`config.mk`:
```
export PLATFORM = sky130hd
export DESIGN_NAME = prog_sequencer
export DESIGN_NICKNAME = d
export VERILOG_FILES = /design/src/rtl/prog_sequencer.sv
export SDC_FILE = /design/constraint.sdc
export NUM_CORES = 1
export LEC_CHECK = 0
export CORE_AREA = 5 5 80 82
export DETAILED_ROUTE_END_ITERATION = 12
export DIE_AREA = 0 0 85 87
export PLACE_DENSITY = 0.82
export SYNTH_ARGS = -nofsm -noshare
export SYNTH_HDL_FRONTEND = slang
export SYNTH_SLANG_ARGS = --single-unit
```
`constraint.sdc`:
```
create_clock -name CLK -period 2.7 [get_ports CLK]
set_input_delay 0.405 -clock CLK [delete_from_list [all_inputs] [get_ports CLK]]
set_output_delay 0.405 -clock CLK [all_outputs]
set_load 0.1 [all_outputs]
```
`src/rtl/prog_sequencer.sv`:
```
// prog_sequencer: executes a bit-logic program for the scan controller's PROG phase.
// Completion is signalled by driving all-ones on A_0, A_1 and A_2 together.
module prog_sequencer #(
  parameter int BIP_W = 12,
  parameter int WIP_W = 16
) (
  input  logic             CLK,
  input  logic             CLR,
  input  logic             START,
  input  logic [15:0]      PROG_DATA,
  input  logic             IN_BIT,
  output logic [BIP_W-1:0] A_0,
  output logic [WIP_W-1:0] A_1,
  output logic [BIP_W-1:0] A_2,
  output logic             OUT_BIT,
  output logic             OUT_WE,
  output logic             ACC,
  output logic             BUSY
);
  typedef enum logic [2:0] {IDLE, FETCH, EXEC, RD_WAIT, RD_CAP, FIN} state_t;

  localparam logic [3:0] OP_LD  = 4'h1;
  localparam logic [3:0] OP_AND = 4'h2;
  localparam logic [3:0] OP_OR  = 4'h3;
  localparam logic [3:0] OP_XOR = 4'h4;
  localparam logic [3:0] OP_NOT = 4'h5;
  localparam logic [3:0] OP_ST  = 4'h6;
  localparam logic [3:0] OP_END = 4'hF;

  state_t           state_reg, state_next;
  logic [BIP_W-1:0] a_0_reg, a_0_next, a_2_reg, a_2_next;
  logic [WIP_W-1:0] a_1_reg, a_1_next, pc_inc;
  logic             out_bit_reg, out_bit_next;
  logic             out_we_reg, out_we_next;
  logic             acc_reg, acc_next;
  logic [3:0]       op_reg, op_next;
  logic [3:0]       opcode;
  logic [BIP_W-1:0] operand;

  assign opcode  = PROG_DATA[15:12];
  assign operand = PROG_DATA[BIP_W-1:0];
  assign pc_inc  = a_1_reg + WIP_W'(1);

  always_ff @(posedge CLK) begin
    if (CLR) begin
      state_reg   <= IDLE;
      a_0_reg     <= '0;
      a_1_reg     <= '0;
      a_2_reg     <= '0;
      out_bit_reg <= 1'b0;
      out_we_reg  <= 1'b0;
      acc_reg     <= 1'b0;
      op_reg      <= '0;
    end else begin
      state_reg   <= state_next;
      a_0_reg     <= a_0_next;
      a_1_reg     <= a_1_next;
      a_2_reg     <= a_2_next;
      out_bit_reg <= out_bit_next;
      out_we_reg  <= out_we_next;
      acc_reg     <= acc_next;
      op_reg      <= op_next;
    end
  end

  always_comb begin
    state_next   = state_reg;
    a_0_next     = a_0_reg;
    a_1_next     = a_1_reg;
    a_2_next     = a_2_reg;
    out_bit_next = out_bit_reg;
    out_we_next  = 1'b0;
    acc_next     = acc_reg;
    op_next      = op_reg;

    case (state_reg)
      IDLE: begin
        a_0_next = '0;
        a_1_next = '0;
        a_2_next = '0;
        acc_next = 1'b0;
        if (START) state_next = FETCH;
      end
      FETCH: state_next = EXEC;
      EXEC: begin
        op_next = opcode;
        case (opcode)
          OP_LD, OP_AND, OP_OR, OP_XOR: begin
            a_0_next   = operand;
            state_next = RD_WAIT;
          end
          OP_ST: begin
            a_2_next     = operand;
            out_bit_next = acc_reg;
            out_we_next  = 1'b1;
            state_next   = FETCH;
          end
          OP_NOT: begin
            acc_next   = ~acc_reg;
            state_next = FETCH;
          end
          OP_END: begin
            a_0_next   = '1;
            a_1_next   = '1;
            a_2_next   = '1;
            state_next = FIN;
          end
          default: state_next = FETCH;
        endcase
        if (opcode != OP_END) begin
          a_1_next = pc_inc;
          // Reaching the last word ends the program; any write from this word is dropped
          // so the all-ones completion pattern is never mistaken for a store.
          if (pc_inc == '1) begin
            a_0_next    = '1;
            a_2_next    = '1;
            out_we_next = 1'b0;
            state_next  = FIN;
          end
        end
      end
      RD_WAIT: state_next = RD_CAP;
      RD_CAP: begin
        case (op_reg)
          OP_LD:   acc_next = IN_BIT;
          OP_AND:  acc_next = acc_reg & IN_BIT;
          OP_OR:   acc_next = acc_reg | IN_BIT;
          OP_XOR:  acc_next = acc_reg ^ IN_BIT;
          default: acc_next = acc_reg;
        endcase
        state_next = FETCH;
      end
      FIN: ;
      default: state_next = IDLE;
    endcase

    // Dropping START anywhere outside IDLE aborts (or leaves FIN) and clears the addresses.
    if (state_reg != IDLE && !START) begin
      state_next  = IDLE;
      a_0_next    = '0;
      a_1_next    = '0;
      a_2_next    = '0;
      acc_next    = 1'b0;
      out_we_next = 1'b0;
    end
  end

  assign A_0     = a_0_reg;
  assign A_1     = a_1_reg;
  assign A_2     = a_2_reg;
  assign OUT_BIT = out_bit_reg;
  assign OUT_WE  = out_we_reg;
  assign ACC     = acc_reg;
  assign BUSY    = (state_reg != IDLE);
endmodule
```
## After elaboration in Yosys (flattened, before gate mapping)

Index checks and enable logic that the tools add are counted.

- Latch bits: 0
- Output and inout bits: 44
- Memory bits (read-only): 0
- Bits in registers: 50
- Memory bits (writable): 0
- Memories: 0
- Word-level logic and storage cells: 72

- Muxes and demuxes: 22
- Equality and inequality tests: 22
- $add $sub $neg: 1
- Bitwise logic cells: 6
- Reductions and logical operators: 13
- Shifts and indexed selects: 0
- Multiply operators: 0
- Divide/modulo/power cells: 0
- $lt $le $gt $ge: 0

Operators with widths:

| kind | number |
|---|---|
| $pmux 12 s2 | 4 |
| $mux 12 | 4 |
| $mux 16 | 2 |
| $pmux 16 s2 | 1 |
| $pmux 3 s6 | 1 |
| $add 16x1->16 const B | 1 |
| $eq 16x16->1 const B | 1 |
| $eq 4x2->1 const B | 4 |
| $eq 4x3->1 const B | 4 |
| $mux 3 | 3 |
| $eq 4x1->1 const B | 2 |
| $eq 3x2->1 const B | 2 |
| $eq 3x3->1 const B | 2 |
| $pmux 3 s2 | 1 |
| $reduce_and 2->1 | 3 |
| $reduce_bool 3->1 | 2 |
| $ne 5x5->1 const B | 1 |
| $eq 4x4->1 const B | 1 |
| $mux 1 | 4 |
| $ne 4x4->1 const B | 1 |
| $pmux 1 s4 | 1 |
| $reduce_or 4->1 | 1 |
| $eq 3x1->1 const B | 1 |
| $logic_not 3->1 | 1 |
| other kinds (14) | 16 |

## Depth between registers and ports, before layout

Gate-level depths: netlist (run 1).

- Depth in word-level cells: 6
- Depth in mapped cells: 9
- Gate-level depth less buffers: 8

## Worst setup path before layout (run 1)

Ideal clock, no wire load.

- Path type: reg-to-reg
- From: register a_1_reg[1] (netlist: A_1[1])
- To: register a_0_reg[0] (netlist: A_0[0])
- Path buffers: 1
- Arrival: 2.832 ns
- Path slack: -0.214 ns
- Data required time: 2.619 ns
- Library setup time: 0.081 ns
- Cell stages (with the launch flop): 9
- Cell sequence: dfxtp_1 -> ha_1 -> nand3_2 -> nor4_2 -> a311oi_2 -> nor4_4 -> nor2_4 -> buf_6 -> a211oi_2

- Word-level cells in the longest chain between the ends: 5

Ends and longest elaborated chain:

| item | RTL line | source |
|---|---|---|
| start: declaration | 32 | `logic [WIP_W-1:0] a_1_reg, a_1_next, pc_inc;` |
| start signal: assignment | 57 | `a_1_reg <= a_1_next;` |
| $add 16x1->16 | 42 | `assign pc_inc = a_1_reg + WIP_W'(1);` |
| $eq 16x16->1 | 114 | `if (pc_inc == '1) begin` |
| $mux 12 | 114 |  |
| $mux 12 | 110 | `if (opcode != OP_END) begin` |
| $pmux 12 s2 | 76 | `case (state_reg)` |
| end signal: assignment | 56 | `a_0_reg <= a_0_next;` |
| end: declaration | 31 | `logic [BIP_W-1:0] a_0_reg, a_0_next, a_2_reg, a_2_next;` |

Every way passes these cells.
A chain may end at the register's enable or synchronous reset.

## Worst setup path in the final report (run 1)

- From: register a_1_reg[1] (netlist: A_1[1])
- To: register a_0_reg[11] (netlist: A_0[11])

Same word-level chain as after synthesis.

==> results of run 1 <==
[area by class of cell]
| cell class | instances | area [sq um] |
|---|---|---|
| Tap cell | 75 | 93.8 |
| Clock inverter | 3 | 45.0 |
| Clock buffer | 5 | 68.8 |
| Multi-Input combinational cell | 251 | 1610 |
| Inverter | 8 | 30.0 |
| Fill cell | 518 | 2210 |
| Timing Repair Buffer | 73 | 608 |
| Sequential cell | 50 | 1010 |
[per-layer routing]
metal / global-route usage / routed length, microns / vias up
met3: 0.0511 / 682 / 8
met2: 0.329 / 3510 / 126
met5: 0 / 0 / -
met1: 0.272 / 3250 / 1316
met4: 0.0388 / 54 / 0
li1: - / - / 1363
[metrics by stage]
stage,area [sq um],cells
floorplan,2740,332
global placement,3350,457
detailed placement,3350,457
CTS,3470,465
global route,3470,465
finish,3470,465
[worst register-to-register path, delay by kind of cell, from the launching register on]
family | cells | cell delay, ns
adder cells (fa/ha/maj) | 1 | 0.27
flip-flops | 1 | 0.41
AND/OR/NAND/NOR | 4 | 1.03
AO/OA/AOI/OAI | 2 | 0.35
buffers and inverters | 1 | 0.26
[path summary, 6_finish.rpt]
| path | start | to | slack [ns] | cells after the start |
|---|---|---|---|---|
| worst max-delay path | A_1[1] | A_0[11] | 0.29 | 8 |
| worst min-delay path | OUT_BIT | OUT_BIT | 0.47 | 2 |
| worst max register to register | A_1[1] | A_0[11] | 0.29 | 8 |
| worst min register to register | OUT_BIT | OUT_BIT | 0.47 | 2 |
[cells by family after synthesis]
kind of cell             Yosys count  synth area share
XOR/XNOR                           5            0.0160
buffers and inverters             31            0.0489
AO/OA/AOI/OAI                    139             0.360
AND/OR/NAND/NOR                  103             0.191
flip-flops                        50             0.366
adder cells (fa/ha/maj)            4            0.0183
[placed cells by master, fill, tap and decap left out, types with 2 or more instances in the layout]
cell	n
nand2b_1	2
o211ai_1	3
buf_4	53
a211oi_1	8
clkdlybuf4s50_1	19
nand2_1	33
nand4_1	5
nor3_1	12
dfxtp_2	6
clkbuf_8	5
a22oi_1	24
a21oi_1	59
clkinvlp_4	2
inv_1	8
nand3_1	12
nor4_2	2
nor4_1	2
a211oi_2	20
xnor2_1	3
o22ai_1	2
o21ai_0	9
nor2_1	24
xor2_1	2
ha_1	4
o311ai_0	2
dfxtp_1	44
[power breakdown]
part	leakage, nW	switching [mW]	internal [mW]
clock network	0.0504	0.270	0.276
logic	0.693	0.141	0.0737
registers	0.406	0.00807	0.743
total	1.15	0.419	1.09
==> reports/metrics.yaml, run 1 <==
sta:
  tns_ns: 0
  rsz0062_at_grt: "false"
  relSlewSlack: 0.203
  layout_setup_ws_ns: 0.294
  finClkSkew_ns: 0.00879
  slew_viol_final: 0
  hold_viol: 0
  setup_viol: 0
  worstMarginPinSlew_ns: 1.19
  max_clock_freq_mhz: 416
  holdWs_ns: 0.468
  post-route-period-util: 0.891
  finalCriticalPeriod_ns: 2.41
final_layout:
  area_growth_pct: 26.8
  diodes: 0
  nets: 413
  final_util: 0.611
  largest_register_ff_count: 16
  drive_gt1_frac: 0.251
pwr:
  p_leak_nw: 1.15
  power_mw: 1.51
  powerDensity_nw_per_um2: 436
  vdd_drop_max_v: 0.000206
floorplanning:
  die_y_microns: 87
  core_area_sq_um: 5680
  rows: 28
  design.die.area_sq_um: 7400
  die_w_microns: 85
  io_pins: 64
  start_util: 0.482
logic_synthesis:
  ys_seq_area_frac: 0.366
  synth.most_common_cell: "a21oi_1"
  ys_ff_latch: 50
  synth_edf_count: 0
  synth_area_leaders: "dfxtp_1 (37%), a21oi_1 (11%), a211oi_2 (9.1%)"
  avgSynthCellArea_sq_um: 8.24
  syn_nets: 356
  yosys_warnings: 0
  syn_inst: 332
  synth_commonest_cells: "a21oi_1 (59), dfxtp_1 (50), nand2_1 (33)"
  async_flop_share: 0
  yosysUniqueCellTypes: 46
  synth-main-ff-cell: "dfxtp_1"
  synth_top_area_share: 0.366
  syn_area_sq_um: 2740
  yosys.area.top_type: "dfxtp_1"
placed_design:
  gp_congestion: 0.808
  place_ws_ns: 0.334
  hpwlAfterDp_microns: 5030
  io_buffers: 63
drt:
  drc: 0
  wl_microns: 7490
  drt_iter0_drc: 173
  via_per_inst: 6.05
  vias: 2813
  detail-route-antenna-nets: 0
  dr.pass1.iters: 5
  avgRoutedWirePerCell_microns: 16.1
grt:
  grt_pass1_vias: 2616
  grt_util_all_layers: 0.202
  grt_start_max_net_pins: 45
  grt_overflow_total: 0
  antenna_found_initial: 0
  grt_pass1_wl_microns: 12400
clock_network:
  cts_tree: "yes"
  clock_latency_ns: 0.31
  cts_made_buffers: 5
  cts_hold_buffers: 0
  cts-resized-gates: 0
  cts_root_buffer: "clkbuf_8"
  clkTransAtPathRegs_ns: 0.10
  htree_levels: 2
  cts.sinks: 50
  post_cts_buffers: 0
  cts_buffer_depth: 2
critical_path:
  critPathCaptureType: "register"
  required_ns: 2.92
  slowest_delay_ns: 0.45
  cp.arrival_ns: 2.62
  crit_slowest_cell: "nor4_4"
  crit_chain: "ha_1 > nand3_2 > nor4_2 > a311oi_2 > nor4_4 > nor2_4 > buf_4 > a211oi_1"
  startpoint_type: "register"
  crit_path_max_fanout: 24
  crit_type: "reg2reg"
  path_buf_inv: 1
  crit_family: "simple AND/OR/NAND/NOR gates"
hold_path:
  min_path_type: "reg2reg"
run:
  drv_cap: 0
outcome:
  outcome: "complete, no violations"
Power figures use the tool's default switching activity.
==> run 2: changes to the inputs <==
--- a/config.mk
+++ b/config.mk
@@ -6,6 +6,7 @@
 export NUM_CORES = 1
 export LEC_CHECK = 0
 export CORE_AREA = 5 5 80 82
+export CTS_CLUSTER_SIZE = 20
 export DETAILED_ROUTE_END_ITERATION = 12
 export DIE_AREA = 0 0 85 87
 export PLACE_DENSITY = 0.82
==> results of run 2 <==
The final DEF is identical to that of run 1; final timing and power are the same.
